## src/rtl/demux_256x1_if.sv

```systemverilog
// Bus bundle for the serial-to-parallel demultiplexer: write-side controls
// plus the registered data word and fill-status outputs.
interface demux_256x1_if #(
    parameter int SEL_W = 8,
    parameter int N     = 256
);
    logic             in_bit;
    logic [SEL_W-1:0] sel;
    logic             wr_en;
    logic             auto;
    logic             clr;
    logic [N-1:0]     a_out;
    logic [SEL_W-1:0] ptr;
    logic             busy;
    logic             frame_done;

    modport master (
        output in_bit, sel, wr_en, auto, clr,
        input  a_out, ptr, busy, frame_done
    );

    modport slave (
        input  in_bit, sel, wr_en, auto, clr,
        output a_out, ptr, busy, frame_done
    );
endinterface

```

## src/rtl/demux_256x1.sv

```systemverilog
// Routes a serial bit into an N-bit registered word, either at an addressed
// position or by auto-incrementing frame fill with a frame-complete pulse.
module demux_256x1 #(
    parameter int SEL_W = 8,
    parameter int N     = 256   // must equal 2**SEL_W
) (
    input  logic          clk,
    input  logic          rst_n,
    demux_256x1_if.slave  bus
);
    typedef enum logic {IDLE, FILL} state_t;

    localparam logic [SEL_W-1:0] LAST_IDX = SEL_W'(N - 1);

    state_t           state, next_state;
    logic [N-1:0]     a_out_q;
    logic [SEL_W-1:0] ptr_q;
    logic             frame_done_q;
    logic             busy_c;
    logic [SEL_W-1:0] wr_idx;
    logic             last_write;

    assign last_write = (state == FILL) && bus.wr_en && (ptr_q == LAST_IDX);

    // State register.
    // NOTE: sequential state uses non-blocking (<=) so every flop samples
    // pre-edge values; blocking here would create order-dependent races.
    always_ff @(posedge clk or negedge rst_n) begin
        if (!rst_n) state <= IDLE;
        else        state <= next_state;
    end

    // Next-state logic; clr overrides any write.
    // NOTE: next_state gets a default before any branch so no path leaves it
    // unassigned, which would otherwise infer a latch.
    always_comb begin
        next_state = state;
        if (bus.clr) begin
            next_state = IDLE;
        end else if (bus.wr_en) begin
            case (state)
                IDLE: if (bus.auto)  next_state = FILL;
                FILL: if (last_write) next_state = IDLE;
                default: next_state = IDLE;
            endcase
        end
    end

    // Moore outputs and write-target selection.
    always_comb begin
        busy_c = (state == FILL);
        wr_idx = bus.sel;
        if (state == FILL)  wr_idx = ptr_q;
        else if (bus.auto)  wr_idx = '0;
    end

    // Data word, fill pointer and the one-cycle frame-complete pulse.
    always_ff @(posedge clk or negedge rst_n) begin
        if (!rst_n) begin
            a_out_q      <= '0;
            ptr_q        <= '0;
            frame_done_q <= 1'b0;
        end else if (bus.clr) begin
            a_out_q      <= '0;
            ptr_q        <= '0;
            frame_done_q <= 1'b0;
        end else begin
            frame_done_q <= last_write;
            if (bus.wr_en) begin
                a_out_q[wr_idx] <= bus.in_bit;
                // ptr wraps to 0 naturally after N-1 since N == 2**SEL_W.
                if (state == FILL)  ptr_q <= ptr_q + SEL_W'(1);
                else if (bus.auto)  ptr_q <= SEL_W'(1);
            end
        end
    end

    assign bus.a_out      = a_out_q;
    assign bus.ptr        = ptr_q;
    assign bus.busy       = busy_c;
    assign bus.frame_done = frame_done_q;
endmodule

```

## src/flat_wrapper.sv

```systemverilog
// flat-port wrapper written by rule: the top's interface ports become plain ports
module demux_256x1_flat 
#(
    parameter int SEL_W = 8,
    parameter int N     = 256                         
)
  (clk, rst_n, bus_in_bit, bus_sel, bus_wr_en, bus_auto, bus_clr, bus_a_out, bus_ptr, bus_busy, bus_frame_done);
  demux_256x1_if #(.SEL_W(SEL_W), .N(N)) bus_i ();
  input  logic clk;
  input  logic rst_n;
  input wire logic [$bits(bus_i.in_bit)-1:0] bus_in_bit;
  input wire logic [$bits(bus_i.sel)-1:0] bus_sel;
  input wire logic [$bits(bus_i.wr_en)-1:0] bus_wr_en;
  input wire logic [$bits(bus_i.auto)-1:0] bus_auto;
  input wire logic [$bits(bus_i.clr)-1:0] bus_clr;
  output wire logic [$bits(bus_i.a_out)-1:0] bus_a_out;
  output wire logic [$bits(bus_i.ptr)-1:0] bus_ptr;
  output wire logic [$bits(bus_i.busy)-1:0] bus_busy;
  output wire logic [$bits(bus_i.frame_done)-1:0] bus_frame_done;
  assign bus_i.in_bit = bus_in_bit;
  assign bus_i.sel = bus_sel;
  assign bus_i.wr_en = bus_wr_en;
  assign bus_i.auto = bus_auto;
  assign bus_i.clr = bus_clr;
  assign bus_a_out = bus_i.a_out;
  assign bus_ptr = bus_i.ptr;
  assign bus_busy = bus_i.busy;
  assign bus_frame_done = bus_i.frame_done;
  demux_256x1 #(.SEL_W(SEL_W), .N(N)) u_core (.clk(clk), .rst_n(rst_n), .bus(bus_i));
endmodule
```

## config.mk

```make
export PLATFORM = sky130hd
export DESIGN_NAME = demux_256x1_flat
export DESIGN_NICKNAME = d
export VERILOG_FILES = /design/src/rtl/demux_256x1_if.sv /design/src/rtl/demux_256x1.sv /design/src/flat_wrapper.sv
export SDC_FILE = /design/constraint.sdc
export NUM_CORES = 1
export LEC_CHECK = 0
export BUFFER_PORTS_ARGS = -buffer_cell sky130_fd_sc_hd__buf_2
export CORE_MARGIN = 3
export CORE_UTILIZATION = 55
export CTS_BUF_LIST = sky130_fd_sc_hd__clkbuf_4 sky130_fd_sc_hd__clkbuf_8
export DETAILED_ROUTE_END_ITERATION = 6
export PLACE_DENSITY = 0.83
export SYNTH_ARGS = -nofsm -noshare
export SYNTH_HDL_FRONTEND = slang
export SYNTH_SLANG_ARGS = --single-unit
```

## constraint.sdc

```tcl
create_clock -name clk -period 2.5 [get_ports clk]
set_input_delay 0.25 -clock clk [delete_from_list [all_inputs] [get_ports clk]]
set_output_delay 0.25 -clock clk [all_outputs]
set_load 0.05 [all_outputs]
```

# After elaboration in Yosys (flattened, before gate mapping)

Cells that the tools add are included.

Output and inout bits: 266
Bits in latches: 0
RAM bits: 0
Input port bits: 14
Register bits: 266
Bits in read-only memories: 0
Memories: 0
Logic and storage cells: 32

Reductions and logical operators: 6
Add/subtract/negate cells: 1
Magnitude comparators: 2
Bitwise gates (word level): 1
Multiply operators: 0
Div/mod/pow operators: 0
Equal/unequal tests: 1
Shift operators: 0
Multiplexer cells: 17

Operators with widths:

| cell                                                                   | number |
|---|---|
| 256-bit two-way mux                                                    | 2 |
| 256-bit bitwise mux                                                    | 1 |
| 8-bit two-way mux                                                      | 6 |
| 8-bit by 9-bit < comparator with 1-bit output (second input constant)  | 1 |
| 8-bit by 1-bit adder with 8-bit output (second input constant)         | 1 |
| 1-bit demux with 8-bit select                                          | 1 |
| 8-bit equality test (second input constant)                            | 1 |
| 8-bit by 1-bit >= comparator with 1-bit output (second input constant) | 1 |
| 1-bit two-way mux                                                      | 6 |
| 1-bit logical AND                                                      | 3 |
| 3-bit nonzero test                                                     | 1 |
| 1-bit one-hot mux with 2 select lines                                  | 1 |
| 2-bit AND reduction                                                    | 1 |
| 2-bit nonzero test                                                     | 1 |
| 1-bit NOT                                                              | 1 |

# Depth between registers and ports, before layout

Gate-level depths: netlist (run 1).

Depth after elaboration: 9
Depth in mapped cells: 10

# Worst setup path before layout (run 1)

No wires, ideal clock.

Path kind: register to register
Start: register u_core.state, in the netlist u_core.bus.busy
End: register u_core.a_out_q[113], in the netlist u_core.bus.a_out[113]
Arrival: 2170 ps
Slack: 194 ps
Period minus slack after synthesis: 2306 ps
Path buffers: 3
Cell stages (with the launch flop): 9
Data required time: 2364 ps
Cells stage by stage: dfrtp_1 > buf_6 > nor3b_1 > o21ai_2 > or3_1 > clkbuf_1 > clkbuf_1 > o21ai_0 > a21oi_1

Word-level cells in the longest chain between the ends: 8
Elaborated cells between the ends (all ways): 9
Those cells by class: order compare: 2; mux: 6; reduce/logical: 1

RTL lines:

| item                                                                                                                                  | line              | source |
|---|---|---|
| from (decl)                                                                                                                           | demux_256x1.sv:15 | `state_t state, next_state;` |
| from (signal assigned)                                                                                                                | demux_256x1.sv:30 | `else state <= next_state;` |
| 8-bit two-way mux *                                                                                                                   | demux_256x1.sv:53 | `if (state == FILL) wr_idx = ptr_q;` |
| 8-bit by 9-bit < comparator with 1-bit output (not written as such) or 8-bit by 1-bit >= comparator with 1-bit output (tied branches) | demux_256x1.sv:70 | `a_out_q[wr_idx] <= bus.in_bit;` |
| 1-bit logical AND (not written as such)                                                                                               | demux_256x1.sv:70 |  |
| 1-bit two-way mux (not written as such)                                                                                               | demux_256x1.sv:70 |  |
| 1-bit demux with 8-bit select *                                                                                                       | --                |  |
| 256-bit bitwise mux *                                                                                                                 | demux_256x1.sv:70 |  |
| 256-bit two-way mux *                                                                                                                 | demux_256x1.sv:69 | `if (bus.wr_en) begin` |
| 256-bit two-way mux *                                                                                                                 | demux_256x1.sv:63 | `end else if (bus.clr) begin` |
| to (signal, indexed assignment)                                                                                                       | demux_256x1.sv:70 |  |
| to (decl)                                                                                                                             | demux_256x1.sv:16 | `logic [N-1:0] a_out_q;` |

Every way passes the cells marked *; elsewhere a longest branch is shown, timed or not. The select of a mux whose other input is x is not followed.
A chain may end at the register's enable or synchronous reset.

# Final worst setup path (run 1)

Start: register u_core.state, in the netlist u_core.bus.busy
End: register u_core.a_out_q[204], in the netlist u_core.bus.a_out[204]

Same word-level chain as after synthesis.

==> impl_metrics.toml, run 1 <==
[status]
status = "finished with violations"
violations = "design-rule violations"

[place]
port-buffer-count = 279
dp_slack_ns = -0.258
dp_hpwl_um = 27800
placed_cell_area_mm2 = 0.0143
gp_congestion = 0.947

[yosys]
synth-simple-area-share = 0.163
yosys_most_used_dff = "dfrtp_1"
synth_edf_count = 0
yosysWarningCount = 0
synth_top_family_by_area = "compound AO/OA/AOI/OAI gates"
synth_top_area_frac = 0.535
ys_async_sr_fraction = 1.00
avgSynthCellArea_um2 = 9.37
synth_mux_area_frac = 0.0265
synth_cell_types = 52
synth_nets = 1343
synth.area.top_cells = "dfrtp_1 (53%), a21oi_1 (9.0%), nand3_1 (9.0%)"
synth_top_cell_by_area = "dfrtp_1"
synthAdderAreaFrac = 0.00101
synth_area_mm2 = 0.0124
synth-seq-area-share = 0.535
syn_inst = 1328
synthXorXnorAreaFrac = 0.00422
ys_ff_latch = 266
synth_compound_area_frac = 0.217

[global_routing]
grt_use_total = 0.346
grt_pass1_vias = 11780
grt_overflow = 0
grt_start_max_net_pins = 162
grt_antenna_before_repair = 0
grt_pass1_wl_um = 67100

[pwr]
seqPwrFrac = 0.475
intPower_w = 0.00680
static-leakage-power_nw = 7.10
p_comb_frac = 0.073
swShare = 0.253
irDropWorstVdd_v = 0.000444
power.net_switching_w = 0.00230
clockPowerShare = 0.452
powerDensity_mw_per_mm2 = 593

[detailed_routing]
vias_per_cell = 6.63
totalWireLength_um = 43400
postRouteAntennaNets = 0
drtPass1Iterations = 7
wl_per_cell_um = 22.9
vias = 12556
drc = 1
drt_first_iter_violations = 2074

[cells_and_area]
area_delta_synth_final_pct = 23.2
n_antenna_cell = 0
nNetsFinal = 1597
drive_gt1_frac = 0.295
design_area_mm2 = 0.0153

[die]
die_w_um = 156
pin_count = 280
die-area_mm2 = 0.0245
die_y_um = 156
start_util = 0.565
coreArea_mm2 = 0.0220
num_rows = 54

[critical_path]
crit_top_cell = "buf_4"
crit_chain = "buf_12, nor4bb_1, a31oi_4, buf_4, nor3_2, buf_4, nand3_1, a21oi_1"
start_kind = "flop"
critPathTopFamily = "buffers and inverters"
critical_path_class = "flop to flop"
slowest_stage = "nor4bb_1"
arrival_ns = 2.91
cp_slowest_stage_delay_ns = 0.45
path_max_fanout = 26
cp.buffers_inverters = 3
end_kind = "flop"
cp.required_ns = 2.96

[timing]
max_freq_mhz = 408
hold_viol = 0
worst_pin_slew_ns = 0.873
whs_ns = 0.0278
relSlewSlack = 0.418
fin_crit_sh = 0.980
fin_crit_ns = 2.45
finalSetupViolCount = 0
skew_ns = 0.00979
worst_slack_ns = 0.0500
drv_slew = 0
fin_tns_setup_ns = 0
rsz0062_at_grt = "true"

[clocking]
cts-buffers-inserted = 44
htree_num_levels = 2
cts.sinks = 266
tritoncts = "yes"
root_buffer = "clkbuf_8"
path_clk_slew_ns = 0.06
clk_latency_ns = 0.56
clock_path_buffers = 3

[min_path]
hold_class = "primary input to flop"

[run]
cap_violations = 0
==> per-layer routing <==
metal | vias up | global-route usage | share of wire
li1 | 5319 | - | -
met1 | 6021 | 0.477 | 0.37
met2 | 1025 | 0.530 | 0.46
met3 | 191 | 0.0708 | 0.12
met4 | 0 | 0.168 | 0.054
met5 | - | 0 | 0
==> final cells by class <==
type	count	area, µm²
multi-input combinational	907	5220
tap	280	350
sequential	266	6660
clock buffer	73	930
inverter	2	7.51
timing repair buffer	361	2140
fill	1708	6690
clock inverter	5	28.8
==> through the flow <==
stage | total power, W | utilization | std cells
after CTS | 0.00910 | 0.695 | 1894
after floorplan | 0.00475 | - | 1328
final | 0.00910 | 0.696 | 1894
after global placement | 0.00503 | 0.650 | 1814
after detailed placement | 0.00504 | 0.650 | 1814
after global routing | 0.00938 | 0.696 | 1894
==> worst paths after layout <==
kind                                    endpoint  cells past startpoint            startpoint  slack (ns)
min in group asynchronous  u_core.bus.a_out[173]                      2                 rst_n        0.20
max in group asynchronous   u_core.bus.a_out[79]                      3                 rst_n        1.48
hold / removal             u_core.bus.frame_done                      3             bus_wr_en        0.03
hold reg to reg             u_core.bus.a_out[75]                      2  u_core.bus.a_out[75]        0.52
setup / recovery           u_core.bus.a_out[204]                      8       u_core.bus.busy        0.05
setup reg to reg           u_core.bus.a_out[204]                      8       u_core.bus.busy        0.05
==> power by group through the flow <==
| stage | sequential [W] | combinational [W] | clock [W] |
|---|---|---|---|
| 2_1_floorplan | 0.00443 | 0.000327 | 0 |
| 3_3_place_gp | 0.00440 | 0.000635 | 0 |
| 6_report | 0.00432 | 0.000667 | 0.00411 |
| 4_1_cts | 0.00432 | 0.000648 | 0.00414 |
| 5_1_grt | 0.00432 | 0.000707 | 0.00436 |
| 3_5_place_dp | 0.00440 | 0.000641 | 0 |
==> state kept, by name, indices dropped and copies added (netlist names) <==
register,count
u_core.bus.a_out,256
u_core.bus.busy,1
u_core.bus.frame_done,1
u_core.bus.ptr,8
==> layout by cell type (no fill, tap or decap), types with 7 or more instances in the layout <==
master	synthesis	layout
nor3_2	7	7
mux2i_1	33	33
nand2_1	7	7
o31ai_1	64	63
nor3_1	32	32
buf_2	36	276
dfrtp_1	266	266
clkbuf_8	0	62
buf_12	0	8
a21oi_1	224	224
buf_4	3	72
clkbuf_4	0	12
nor2_1	73	68
nand3_1	224	224
o21ai_0	140	140
o21ai_1	26	26
==> cells by family after synthesis <==
family                     count (synthesis)
AOI/OAI and AO/OA                        483
and+or+nand+nor                          384
DFF                                      266
buffers and inverters                    155
muxes                                     33
xor gates and xnor gates                   6
adders and majority gates                  1
==> synthesized netlist by cell type (4+ instances only) <==
cell and n:
o22ai_1 6, nand2_1 7, nor4b_4 4, o221ai_2 4, mux2i_1 33, o31ai_1 64, or3_1 7, o21ai_1 26
nor3_2 7, nand3_1 224, o21ai_0 140, and3b_1 5, buf_1 4, nor2_1 73, clkbuf_1 104, and3_1 4
dfrtp_1 266, buf_2 36, nor3_1 32, a21oi_1 224
==> what timing repair did <==
item	in CTS	in global routing
gates cloned	0	0
buffers inserted	0	0
gates resized for setup	5	7
endpoints found under the hold margin	49	0
hold buffers	2	0
endpoints found under the setup margin	65	88
==> worst reg2reg max path: cells and delay by family, from the launching register on <==
kind / cells / cell delay [ns]
flops: 1 / 0.43
compound gates: 2 / 0.39
buf+inv: 3 / 0.81
simple gates: 3 / 0.73
(Power assumes the default switching activity.)
==> run 2: changes to the inputs <==
--- a/config.mk
+++ b/config.mk
@@ -10,7 +10,9 @@
 export CORE_UTILIZATION = 55
 export CTS_BUF_LIST = sky130_fd_sc_hd__clkbuf_4 sky130_fd_sc_hd__clkbuf_8
 export DETAILED_ROUTE_END_ITERATION = 6
+export HOLD_SLACK_MARGIN = 0.12
 export PLACE_DENSITY = 0.83
+export SLEW_MARGIN = 40
 export SYNTH_ARGS = -nofsm -noshare
 export SYNTH_HDL_FRONTEND = slang
 export SYNTH_SLANG_ARGS = --single-unit
==> constraint.sdc (replaced) <==
create_clock -name clk -period 2.5 [get_ports clk]
set_input_delay 0 -clock clk [delete_from_list [all_inputs] [get_ports clk]]
set_output_delay 0 -clock clk [all_outputs]
set_load 0.05 [all_outputs]
==> impl_metrics.toml, run 2 (same netlist as run 1, synthesis figures left out) <==
[status]
status = "finished with violations"
violations = "design-rule violations"

[pwr]
static-leakage-power_nw = 7.13
irDropWorstVdd_v = 0.000385
powerDensity_mw_per_mm2 = 587

[global_routing]
grt_use_total = 0.350
grt_pass1_vias = 11948
grt_antenna_before_repair = 0
grt_start_max_net_pins = 127
grt_pass1_wl_um = 67500
grt_overflow = 0

[critical_path]
path_max_fanout = 33
r2r_slack_ns = 0.14
arrival_ns = 2.77
end_kind = "flop"
r2r-end = "u_core.bus.a_out[76]"
cp.required_ns = 2.91
critical_path_class = "flop to flop"
r2r-start = "u_core.bus.busy"
reg2reg_depth = 8
start_kind = "flop"

[detailed_routing]
postRouteAntennaNets = 0
drtPass1Iterations = 7
drt_first_iter_violations = 2075
totalWireLength_um = 43900
vias = 12535
vias_per_cell = 6.59
drc = 5
wl_per_cell_um = 23.0

[timing]
fin_crit_sh = 0.945
worst_pin_slew_ns = 0.877
hold_viol = 0
skew_ns = 0.0239
rsz0062_at_grt = "false"
relSlewSlack = 0.416
max_freq_mhz = 423
worst_slack_ns = 0.138
finalSetupViolCount = 0
fin_crit_ns = 2.36
drv_slew = 0

[cells_and_area]
final_core_util = 0.699
mostFrequentLayoutCells = "buf_2 (276), dfrtp_1 (266), nand3_1 (224), a21oi_1 (224), o21ai_0 (140)"
nNetsFinal = 1606
largest_reg_flops = 256
layout_commonest_cell = "buf_2"
area_delta_synth_final_pct = 23.7
n_antenna_cell = 0
drive_gt1_frac = 0.296
design_area_mm2 = 0.0154

[clocking]
tritoncts = "yes"
cts-buffers-inserted = 44
clock_path_buffers = 3
path_clk_slew_ns = 0.06
root_buffer = "clkbuf_8"
clk_latency_ns = 0.55
htree_num_levels = 2
cts.sinks = 266
post_cts_buffers = 0

[min_path]
hold_depth = 6
hold_class = "primary input to flop"
min-delay-start = "bus_sel[7]"
holdPathEnd = "u_core.bus.a_out[126]"

[place]
gp_congestion = 0.893
placed_cell_area_mm2 = 0.0143
dp_slack_ns = -0.0883
dp_hpwl_um = 27900
port-buffer-count = 279

[die]
pin_count = 280
die_w_um = 156
num_rows = 54
die_y_um = 156
start_util = 0.565
coreArea_mm2 = 0.0220
die-area_mm2 = 0.0245

[run]
cap_violations = 0
==> run 2: cell types whose count changed in the layout (fill, tap and decap cells not counted), moves of 2 or more <==
cell / before / now
clkbuf_4: 12 / 15
clkbuf_8: 62 / 55
buf_6: 1 / 3
buf_4: 72 / 74
dlygate4sd3_1: 2 / 7
clkinvlp_4: 0 / 2
==> run 2: final cells by class <==
type	count	area (µm²)
multi-input cells	907	5230
fillers	1645	6620
clock inverters	9	78.8
inverters	2	7.51
clock buffers	69	856
flip-flops and latches	266	6660
well taps	280	350
repair buffers	370	2230
==> run 2: how the worst max path moves through the flow <==
| stage | from | end | slack [ns] |
|---|---|---|---|
| after floorplan | u_core.bus.busy | u_core.bus.a_out[113] | 0.19 |
| after global placement | u_core.bus.busy | u_core.bus.a_out[172] | 0.08 |
| after detailed placement | u_core.bus.busy | u_core.bus.a_out[76] | -0.09 |
| after CTS | u_core.bus.busy | u_core.bus.a_out[176] | 0.02 |
| after global routing | u_core.bus.busy | u_core.bus.a_out[147] | 0.01 |
| final | u_core.bus.busy | u_core.bus.a_out[76] | 0.14 |
==> run 2: worst max-delay path, stage by stage (launching register included) <==
cell and delay [ns]:
dfrtp_1 0.42, buf_12 0.24, nor4bb_2 0.09, a31oi_4 0.55
buf_4 0.41, nor3_2 0.06, buf_4 0.22, nand3_1 0.11
a21oi_1 0.08
==> run 2: routing by layer <==
| layer | vias to the layer above | GRT usage | share of wire |
|---|---|---|---|
| met3 | 179 | 0.0755 | 0.13 |
| met1 | 5988 | 0.478 | 0.36 |
| met4 | 0 | 0.173 | 0.052 |
| met5 | - | 0 | 0 |
| li1 | 5352 | - | - |
| met2 | 1016 | 0.535 | 0.46 |
==> run 2: power breakdown <==
group	internal [W]	switching (W)
clock	0.00228	0.00176
combinational	0.000146	0.000533
sequential	0.00431	0.00000758
==> run 2: per-stage QoR <==
| step | hold WS (ns) | total power (W) | setup TNS, ns | cells |
|---|---|---|---|---|
| global route | 0.265 | 0.00931 | 0 | 1903 |
| floorplan | -0.296 | 0.00475 | 0 | 1328 |
| global placement | 0.0981 | 0.00503 | 0 | 1817 |
| detailed placement | 0.107 | 0.00504 | -0.866 | 1817 |
| CTS | 0.178 | 0.00904 | 0 | 1903 |
| finish | 0.219 | 0.00904 | 0 | 1903 |
==> run 2: repair_timing <==
action                                  4_1_cts  5_1_grt
hold buffers                                  8        0
endpoints found under the setup margin       21       79
hold endpoints to repair                    418        0
resized for setup                             4        7
